<file path="src/rtl/rfm_cnt_ctrl_if.sv">
// Bundle of the ACT/RFM request channels, the victim hand-off channel,
// status flags and the cnt_cam access bus around rfm_cnt_ctrl.
interface rfm_cnt_ctrl_if #(
  parameter int unsigned WORD_SIZE   = 16,
  parameter int unsigned ENTRY_WIDTH = 7
);
  logic                   act_valid;
  logic                   act_ready;
  logic [ENTRY_WIDTH-1:0] act_entry;
  logic                   rfm_valid;
  logic                   rfm_ready;
  logic                   rfm_done;
  logic                   mit_valid;
  logic                   mit_ready;
  logic [ENTRY_WIDTH-1:0] mit_entry;
  logic [WORD_SIZE-1:0]   mit_count;
  logic                   clr_all;
  logic                   alert;
  logic                   err;
  logic [WORD_SIZE-1:0]   cam_data_in;
  logic [ENTRY_WIDTH-1:0] cam_addr_in;
  logic                   cam_read_en;
  logic                   cam_write_en;
  logic                   cam_search_en;
  logic                   cam_reset;
  logic [WORD_SIZE-1:0]   cam_data_out;
  logic [ENTRY_WIDTH-1:0] cam_addr_out;
  logic                   cam_match;
  logic [WORD_SIZE-1:0]   cam_max;

  // Controller side.
  modport master (
    input  act_valid, act_entry, rfm_valid, mit_ready, clr_all,
    input  cam_data_out, cam_addr_out, cam_match, cam_max,
    output act_ready, rfm_ready, rfm_done, mit_valid, mit_entry, mit_count,
    output alert, err,
    output cam_data_in, cam_addr_in, cam_read_en, cam_write_en, cam_search_en, cam_reset
  );

  // Requesters, mitigation engine and CAM side.
  modport slave (
    output act_valid, act_entry, rfm_valid, mit_ready, clr_all,
    output cam_data_out, cam_addr_out, cam_match, cam_max,
    input  act_ready, rfm_ready, rfm_done, mit_valid, mit_entry, mit_count,
    input  alert, err,
    input  cam_data_in, cam_addr_in, cam_read_en, cam_write_en, cam_search_en, cam_reset
  );
endinterface

</file>
<file path="src/rtl/rfm_cnt_ctrl.sv">
// Sequencer for the activation-counter CAM: read-modify-write increment per
// ACT, max-entry search / hand-off / zeroing per RFM, threshold alert, clears.
module rfm_cnt_ctrl #(
  parameter int unsigned WORD_SIZE   = 16,
  parameter int unsigned ENTRY_WIDTH = 7,
  parameter int unsigned ROW_NUM     = 68,
  parameter int unsigned THRESHOLD   = 512
) (
  input logic          clk,
  input logic          rstn,
  rfm_cnt_ctrl_if.master bus
);

  typedef enum logic [2:0] {
    StInit, StIdle, StActRd, StActWr, StMitSrch, StMitOut, StMitClr, StMitDone
  } state_e;

  // One extra bit so parameter values at the edge of the field compare cleanly.
  localparam logic [ENTRY_WIDTH:0] RowLimit   = (ENTRY_WIDTH+1)'(ROW_NUM);
  localparam logic [WORD_SIZE:0]   AlertLevel = (WORD_SIZE+1)'(THRESHOLD);

  state_e                 state_q, state_d;
  logic [ENTRY_WIDTH-1:0] entry_q, entry_d;
  logic [WORD_SIZE-1:0]   cnt_q, cnt_d;
  logic [WORD_SIZE-1:0]   max_q, max_d;
  logic                   err_q, err_d;
  logic                   alert_q;
  logic                   act_in_range;

  assign act_in_range  = ({1'b0, bus.act_entry} < RowLimit);
  assign bus.mit_entry = entry_q;
  assign bus.mit_count = max_q;
  assign bus.alert     = alert_q;
  assign bus.err       = err_q;

  // State and datapath registers; reset abandons any operation in flight.
  always_ff @(posedge clk or negedge rstn) begin
    if (!rstn) begin
      state_q <= StInit;
      entry_q <= '0;
      cnt_q   <= '0;
      max_q   <= '0;
      err_q   <= 1'b0;
      alert_q <= 1'b0;
    end else begin
      state_q <= state_d;
      entry_q <= entry_d;
      cnt_q   <= cnt_d;
      max_q   <= max_d;
      err_q   <= err_d;
      alert_q <= ({1'b0, bus.cam_max} >= AlertLevel);
    end
  end

  // Next-state, handshakes and CAM strobes decoded from the current state.
  always_comb begin
    state_d           = state_q;
    entry_d           = entry_q;
    cnt_d             = cnt_q;
    max_d             = max_q;
    err_d             = err_q;
    bus.act_ready     = 1'b0;
    bus.rfm_ready     = 1'b0;
    bus.rfm_done      = 1'b0;
    bus.mit_valid     = 1'b0;
    bus.cam_data_in   = '0;
    bus.cam_addr_in   = '0;
    bus.cam_read_en   = 1'b0;
    bus.cam_write_en  = 1'b0;
    bus.cam_search_en = 1'b0;
    bus.cam_reset     = 1'b0;
    unique case (state_q)
      StInit: begin
        bus.cam_reset = 1'b1;
        state_d       = StIdle;
      end
      StIdle: begin
        if (bus.clr_all) begin
          state_d = StInit;
        end else if (bus.rfm_valid) begin
          bus.rfm_ready = 1'b1;
          max_d         = bus.cam_max;
          state_d       = StMitSrch;
        end else begin
          bus.act_ready = 1'b1;
          if (bus.act_valid) begin
            entry_d = bus.act_entry;
            // Out-of-range entries are accepted and dropped.
            if (act_in_range) state_d = StActRd;
          end
        end
      end
      StActRd: begin
        bus.cam_read_en = 1'b1;
        bus.cam_addr_in = entry_q;
        cnt_d           = bus.cam_data_out;
        state_d         = StActWr;
      end
      StActWr: begin
        bus.cam_write_en = 1'b1;
        bus.cam_addr_in  = entry_q;
        bus.cam_data_in  = (&cnt_q) ? cnt_q : cnt_q + WORD_SIZE'(1);
        state_d          = StIdle;
      end
      StMitSrch: begin
        if (max_q == '0) begin
          // Nothing to mitigate: skip the search entirely.
          state_d = StMitDone;
        end else begin
          bus.cam_search_en = 1'b1;
          bus.cam_data_in   = max_q;
          if (bus.cam_match) begin
            entry_d = bus.cam_addr_out;
            state_d = StMitOut;
          end else begin
            err_d   = 1'b1;
            state_d = StMitDone;
          end
        end
      end
      StMitOut: begin
        bus.mit_valid = 1'b1;
        if (bus.mit_ready) state_d = StMitClr;
      end
      StMitClr: begin
        bus.cam_write_en = 1'b1;
        bus.cam_addr_in  = entry_q;
        state_d          = StMitDone;
      end
      StMitDone: begin
        bus.rfm_done = 1'b1;
        state_d      = StIdle;
      end
      default: state_d = StInit;
    endcase
  end

endmodule

</file>
<file path="src/flat_wrapper.sv">
// flat-port wrapper written by rule: the top's interface ports become plain ports
module rfm_cnt_ctrl_flat 
#(
  parameter int unsigned WORD_SIZE   = 16,
  parameter int unsigned ENTRY_WIDTH = 7,
  parameter int unsigned ROW_NUM     = 68,
  parameter int unsigned THRESHOLD   = 512
)
  (clk, rstn, bus_act_valid, bus_act_entry, bus_rfm_valid, bus_mit_ready, bus_clr_all, bus_cam_data_out, bus_cam_addr_out, bus_cam_match, bus_cam_max, bus_act_ready, bus_rfm_ready, bus_rfm_done, bus_mit_valid, bus_mit_entry, bus_mit_count, bus_alert, bus_err, bus_cam_data_in, bus_cam_addr_in, bus_cam_read_en, bus_cam_write_en, bus_cam_search_en, bus_cam_reset);
  rfm_cnt_ctrl_if #(.WORD_SIZE(WORD_SIZE), .ENTRY_WIDTH(ENTRY_WIDTH)) bus_i ();
  input logic clk;
  input logic rstn;
  input wire logic [$bits(bus_i.act_valid)-1:0] bus_act_valid;
  input wire logic [$bits(bus_i.act_entry)-1:0] bus_act_entry;
  input wire logic [$bits(bus_i.rfm_valid)-1:0] bus_rfm_valid;
  input wire logic [$bits(bus_i.mit_ready)-1:0] bus_mit_ready;
  input wire logic [$bits(bus_i.clr_all)-1:0] bus_clr_all;
  input wire logic [$bits(bus_i.cam_data_out)-1:0] bus_cam_data_out;
  input wire logic [$bits(bus_i.cam_addr_out)-1:0] bus_cam_addr_out;
  input wire logic [$bits(bus_i.cam_match)-1:0] bus_cam_match;
  input wire logic [$bits(bus_i.cam_max)-1:0] bus_cam_max;
  output wire logic [$bits(bus_i.act_ready)-1:0] bus_act_ready;
  output wire logic [$bits(bus_i.rfm_ready)-1:0] bus_rfm_ready;
  output wire logic [$bits(bus_i.rfm_done)-1:0] bus_rfm_done;
  output wire logic [$bits(bus_i.mit_valid)-1:0] bus_mit_valid;
  output wire logic [$bits(bus_i.mit_entry)-1:0] bus_mit_entry;
  output wire logic [$bits(bus_i.mit_count)-1:0] bus_mit_count;
  output wire logic [$bits(bus_i.alert)-1:0] bus_alert;
  output wire logic [$bits(bus_i.err)-1:0] bus_err;
  output wire logic [$bits(bus_i.cam_data_in)-1:0] bus_cam_data_in;
  output wire logic [$bits(bus_i.cam_addr_in)-1:0] bus_cam_addr_in;
  output wire logic [$bits(bus_i.cam_read_en)-1:0] bus_cam_read_en;
  output wire logic [$bits(bus_i.cam_write_en)-1:0] bus_cam_write_en;
  output wire logic [$bits(bus_i.cam_search_en)-1:0] bus_cam_search_en;
  output wire logic [$bits(bus_i.cam_reset)-1:0] bus_cam_reset;
  assign bus_i.act_valid = bus_act_valid;
  assign bus_i.act_entry = bus_act_entry;
  assign bus_i.rfm_valid = bus_rfm_valid;
  assign bus_i.mit_ready = bus_mit_ready;
  assign bus_i.clr_all = bus_clr_all;
  assign bus_i.cam_data_out = bus_cam_data_out;
  assign bus_i.cam_addr_out = bus_cam_addr_out;
  assign bus_i.cam_match = bus_cam_match;
  assign bus_i.cam_max = bus_cam_max;
  assign bus_act_ready = bus_i.act_ready;
  assign bus_rfm_ready = bus_i.rfm_ready;
  assign bus_rfm_done = bus_i.rfm_done;
  assign bus_mit_valid = bus_i.mit_valid;
  assign bus_mit_entry = bus_i.mit_entry;
  assign bus_mit_count = bus_i.mit_count;
  assign bus_alert = bus_i.alert;
  assign bus_err = bus_i.err;
  assign bus_cam_data_in = bus_i.cam_data_in;
  assign bus_cam_addr_in = bus_i.cam_addr_in;
  assign bus_cam_read_en = bus_i.cam_read_en;
  assign bus_cam_write_en = bus_i.cam_write_en;
  assign bus_cam_search_en = bus_i.cam_search_en;
  assign bus_cam_reset = bus_i.cam_reset;
  rfm_cnt_ctrl #(.WORD_SIZE(WORD_SIZE), .ENTRY_WIDTH(ENTRY_WIDTH), .ROW_NUM(ROW_NUM), .THRESHOLD(THRESHOLD)) u_core (.clk(clk), .rstn(rstn), .bus(bus_i));
endmodule
</file>
<file path="config.mk">
export PLATFORM = sky130hd
export DESIGN_NAME = rfm_cnt_ctrl_flat
export DESIGN_NICKNAME = d
export VERILOG_FILES = /design/src/rtl/rfm_cnt_ctrl_if.sv /design/src/rtl/rfm_cnt_ctrl.sv /design/src/flat_wrapper.sv
export SDC_FILE = /design/constraint.sdc
export NUM_CORES = 1
export LEC_CHECK = 0
export CORE_MARGIN = 3
export CORE_UTILIZATION = 42
export DETAILED_ROUTE_END_ITERATION = 10
export PLACE_DENSITY = 0.87
export RECOVER_POWER = 100
export SYNTH_ARGS = -nofsm -noshare
export SYNTH_HDL_FRONTEND = slang
export SYNTH_SLANG_ARGS = --single-unit
</file>
<file path="constraint.sdc">
create_clock -name clk -period 2.4 [get_ports clk]
set_input_delay 0.6 -clock clk [delete_from_list [all_inputs] [get_ports clk]]
set_output_delay 0.6 -clock clk [all_outputs]
set_load 0.02 [all_outputs]
</file>
==> out/metrics.cfg <==
[placement]
dp_slack_ps=-358
detailed_place_hpwl_um=7060
place.port_buffers=108
routabilityCongestion=0.918
placedCellCount=499

[synthesis]
synth.yosys.seq_area_share=0.447
ys.flop_type=sky130_fd_sc_hd__dfrtp_1
synth_top_area_cell=sky130_fd_sc_hd__dfrtp_1
asyncSetResetFlopFracSynth=1.00
average_size_of_a_mapped_cell_um2=9.23
post_synth_main_area_contributors=sky130_fd_sc_hd__dfrtp_1 (45%), sky130_fd_sc_hd__nand2_1 (11%), sky130_fd_sc_hd__mux2_2 (6.9%)
synth-edff-count=0
ys_ff_latch=44
synth_largest_type_area_fraction=0.447
synthesis.nets=321
synthesis.yosys.warnings=0
yosys.cell_types.count=52
synthesis.instances=267
post_synth_instance_area_um2=2460

[clocking]
cts_made_buffers=5
cts_tree=done
clock_sinks=44
clock_tree.buffer_depth=2
clock-root-buffer=sky130_fd_sc_hd__clkbuf_8
cts_max_level=2
clock_latency_ps=310
clkTransAtPathRegs_ps=90

[layout]
finish.utilization=0.814
fin_nets=514
share_of_final_layout_standard_cells_stronger_than_drive_strength_1=0.399
n_fill_cell=314
syn_to_final_growth_pct=85.3
layoutNonFillerInstCount=533
num_antenna_cells=0

[route]
detail_route.drc_violations=0
first_iter_violations=325
detail_route.wl_per_cell_um=21.9
postRouteAntennaNets=0
routed_wirelength_um=11700
detail_route.vias_per_cell=6.08
route.vias.total=3243
drt_first_pass_iters=6

[die]
core_area_um2=5610
initial_cell_density_of_the_core=0.440
row_count=27
die_width_um=82.6
design.portCount=109
die_area_um2=6820
floorplan.die.height_um=82.6

[worst_setup_path]
crit_required_ps=1800
timing.critical_path.to_type=primary output
critPathMaxFanout=4
crit_type=reg2out
crit_path_start_kind=flip-flop
cp_data_arrival_time_ps=2060

[power]
vdd_ir_drop_max_uv=713
design_power_total_mw=5.96
power_density_nw_per_um2=1310
leakagePower_nw=2.09

[timing]
timing.clock.skew_ps=4.63
min_period_ps=2660
final-max-slew-violation-count=0
fin_ws_ps=-263
timing_hold_violations_final=0
max_slew.worst_pin.slew_ps=1160
maximum_clock_rate_mhz=375
setup_viol=18
rsz_0062_raised_after_global_routing=true
slew_headroom=0.230
final_worst_path_cycle_share=1.11

[outcome]
run_status=complete, but fails checks
failing_checks=negative setup slack

[global_route]
gr-usage-all-layers=0.310
initial_antenna_violation_count=0
grt_overflow=0
grt_first_pass_wirelength_um=15500
largest_net_degree_at_the_start_of_global_routing=21
number_of_global_route_vias_before_repair=3102

[worst_hold_path]
hold_path_class=in2async

[job]
cap_viol_max_count=0

-- flip-flops by register name, summed over array words and instances, names as in the netlist --
signal,cells
u_core.bus.mit_count,16
u_core.cnt_q,16
u_core.bus.mit_entry,7
u_core.state_q,3
u_core.bus.alert,1
u_core.bus.err,1
-- stage by stage --
stage	hold slack (ps)	area, µm²	TNS (ps)
finish	177	4570	-3100
CTS	111	4370	-722
global route	204	4570	-4530
floorplan	304	2460	0
detailed placement	441	4060	-4760
global placement	438	4060	-4080
-- timing repair --
item                                    4_1_cts  5_1_grt
endpoints found under the setup margin       27       27
hold buffers                                  0        0
pin swaps                                    23       14
resized for setup                           155       41
buffers inserted                              9       18
-- cells in the mapped netlist (all sizes together) (3+ instances only) --
| master | count |
|---|---|
| nand2 | 70 |
| dfrtp | 44 |
| mux2 | 15 |
| o21ai | 12 |
| and2 | 10 |
| a21oi | 7 |
| clkbuf | 7 |
| nand3 | 7 |
| o22ai | 7 |
| a2bb2oi | 6 |
| nor2 | 6 |
| nor3 | 6 |
| and3 | 5 |
| buf | 5 |
| nand4 | 5 |
| nor4 | 5 |
| a21o | 4 |
| a31oi | 4 |
| xnor2 | 4 |
| xor2 | 4 |
| a211oi | 3 |
| inv | 3 |
| o31ai | 3 |
-- metal layers --
layer	wire length (µm)	track usage
met2	5610	0.534
met1	4070	0.359
met3	1190	0.0586
met5	0	0
met4	828	0.175
-- power by group --
group	internal [mW]	leakage, nW	switching [mW]
combinational	1.89	1.51	2.02
clock	0.368	0.0645	0.273
sequential	1.10	0.521	0.311
total	3.36	2.09	2.60
-- cells in the final DEF (no fill, tap or decap), types with 3 or more instances in the layout --
master / synthesis / routed
sky130_fd_sc_hd__o22ai_1: 7 / 7
sky130_fd_sc_hd__nor2_1: 6 / 6
sky130_fd_sc_hd__dfrtp_2: 0 / 3
sky130_fd_sc_hd__nor3_1: 5 / 4
sky130_fd_sc_hd__nand2_2: 0 / 8
sky130_fd_sc_hd__inv_1: 3 / 3
sky130_fd_sc_hd__clkbuf_2: 0 / 7
sky130_fd_sc_hd__a2bb2oi_1: 6 / 6
sky130_fd_sc_hd__dfrtp_1: 44 / 41
sky130_fd_sc_hd__o21ai_1: 0 / 6
sky130_fd_sc_hd__a21o_1: 4 / 4
sky130_fd_sc_hd__clkbuf_8: 0 / 7
sky130_fd_sc_hd__buf_4: 1 / 86
sky130_fd_sc_hd__nor4_1: 5 / 3
sky130_fd_sc_hd__xnor2_1: 4 / 4
sky130_fd_sc_hd__nand4_1: 4 / 4
sky130_fd_sc_hd__o21ai_0: 12 / 3
sky130_fd_sc_hd__buf_6: 0 / 14
sky130_fd_sc_hd__a21oi_1: 7 / 4
sky130_fd_sc_hd__a31oi_1: 4 / 3
sky130_fd_sc_hd__nand2_1: 70 / 60
sky130_fd_sc_hd__dlygate4sd3_1: 0 / 10
sky130_fd_sc_hd__and2_1: 9 / 8
sky130_fd_sc_hd__mux2_2: 15 / 15
sky130_fd_sc_hd__nand3_1: 6 / 3
sky130_fd_sc_hd__xor2_1: 4 / 3
sky130_fd_sc_hd__clkdlybuf4s50_1: 0 / 68
sky130_fd_sc_hd__clkbuf_1: 7 / 5
sky130_fd_sc_hd__nand3_2: 1 / 4
-- cell type report --
cell class,count,area [µm²],share of cell area
repair buffers,198,1710,0.375
multi-input cells,207,1520,0.332
flip-flops and latches,44,1100,0.242
clock buffers,7,96.3,0.0211
well taps,72,90.1,0.0197
clock inverters,1,30.0,0.00658
inverters,4,15.0,0.00329
-- worst max-delay path, cell delays in order (launching register included) --
cell                       delay [ps]
sky130_fd_sc_hd__dfrtp_1          380
sky130_fd_sc_hd__nand4_1          220
sky130_fd_sc_hd__nor3_4           360
sky130_fd_sc_hd__buf_6            180
sky130_fd_sc_hd__a211oi_2          70
sky130_fd_sc_hd__xnor2_1          150
sky130_fd_sc_hd__o21ai_1          200
sky130_fd_sc_hd__buf_4            180
-- final timing paths --
| kind | slack (ps) | start | to | depth (start not counted) |
|---|---|---|---|---|
| worst max-delay path | -260 | u_core.cnt_q[13] | bus_cam_data_in[7] | 7 |
| worst max register to register | 70 | u_core.bus.mit_count[13] | u_core.bus.mit_entry[6] | 8 |
| worst min register to register | 490 | u_core.bus.err | u_core.bus.err | 1 |
| worst min-delay path | 180 | rstn | u_core.bus.mit_count[1] | 1 |
| max in group asynchronous | 840 | rstn | u_core.bus.mit_count[7] | 2 |
| min in group clk | 490 | u_core.bus.err | u_core.bus.err | 1 |
-- cell families after synthesis --
kind of cell / count (synthesis) / synth area share
AND/OR/NAND/NOR: 125 / 0.257
AO/OA/AOI/OAI: 56 / 0.158
flip-flops: 44 / 0.447
multiplexers: 17 / 0.0766
buffers and inverters: 16 / 0.0274
XOR/XNOR: 8 / 0.0284
adder cells (fa/ha/maj): 1 / 0.00508
(Power assumes the default switching activity.)
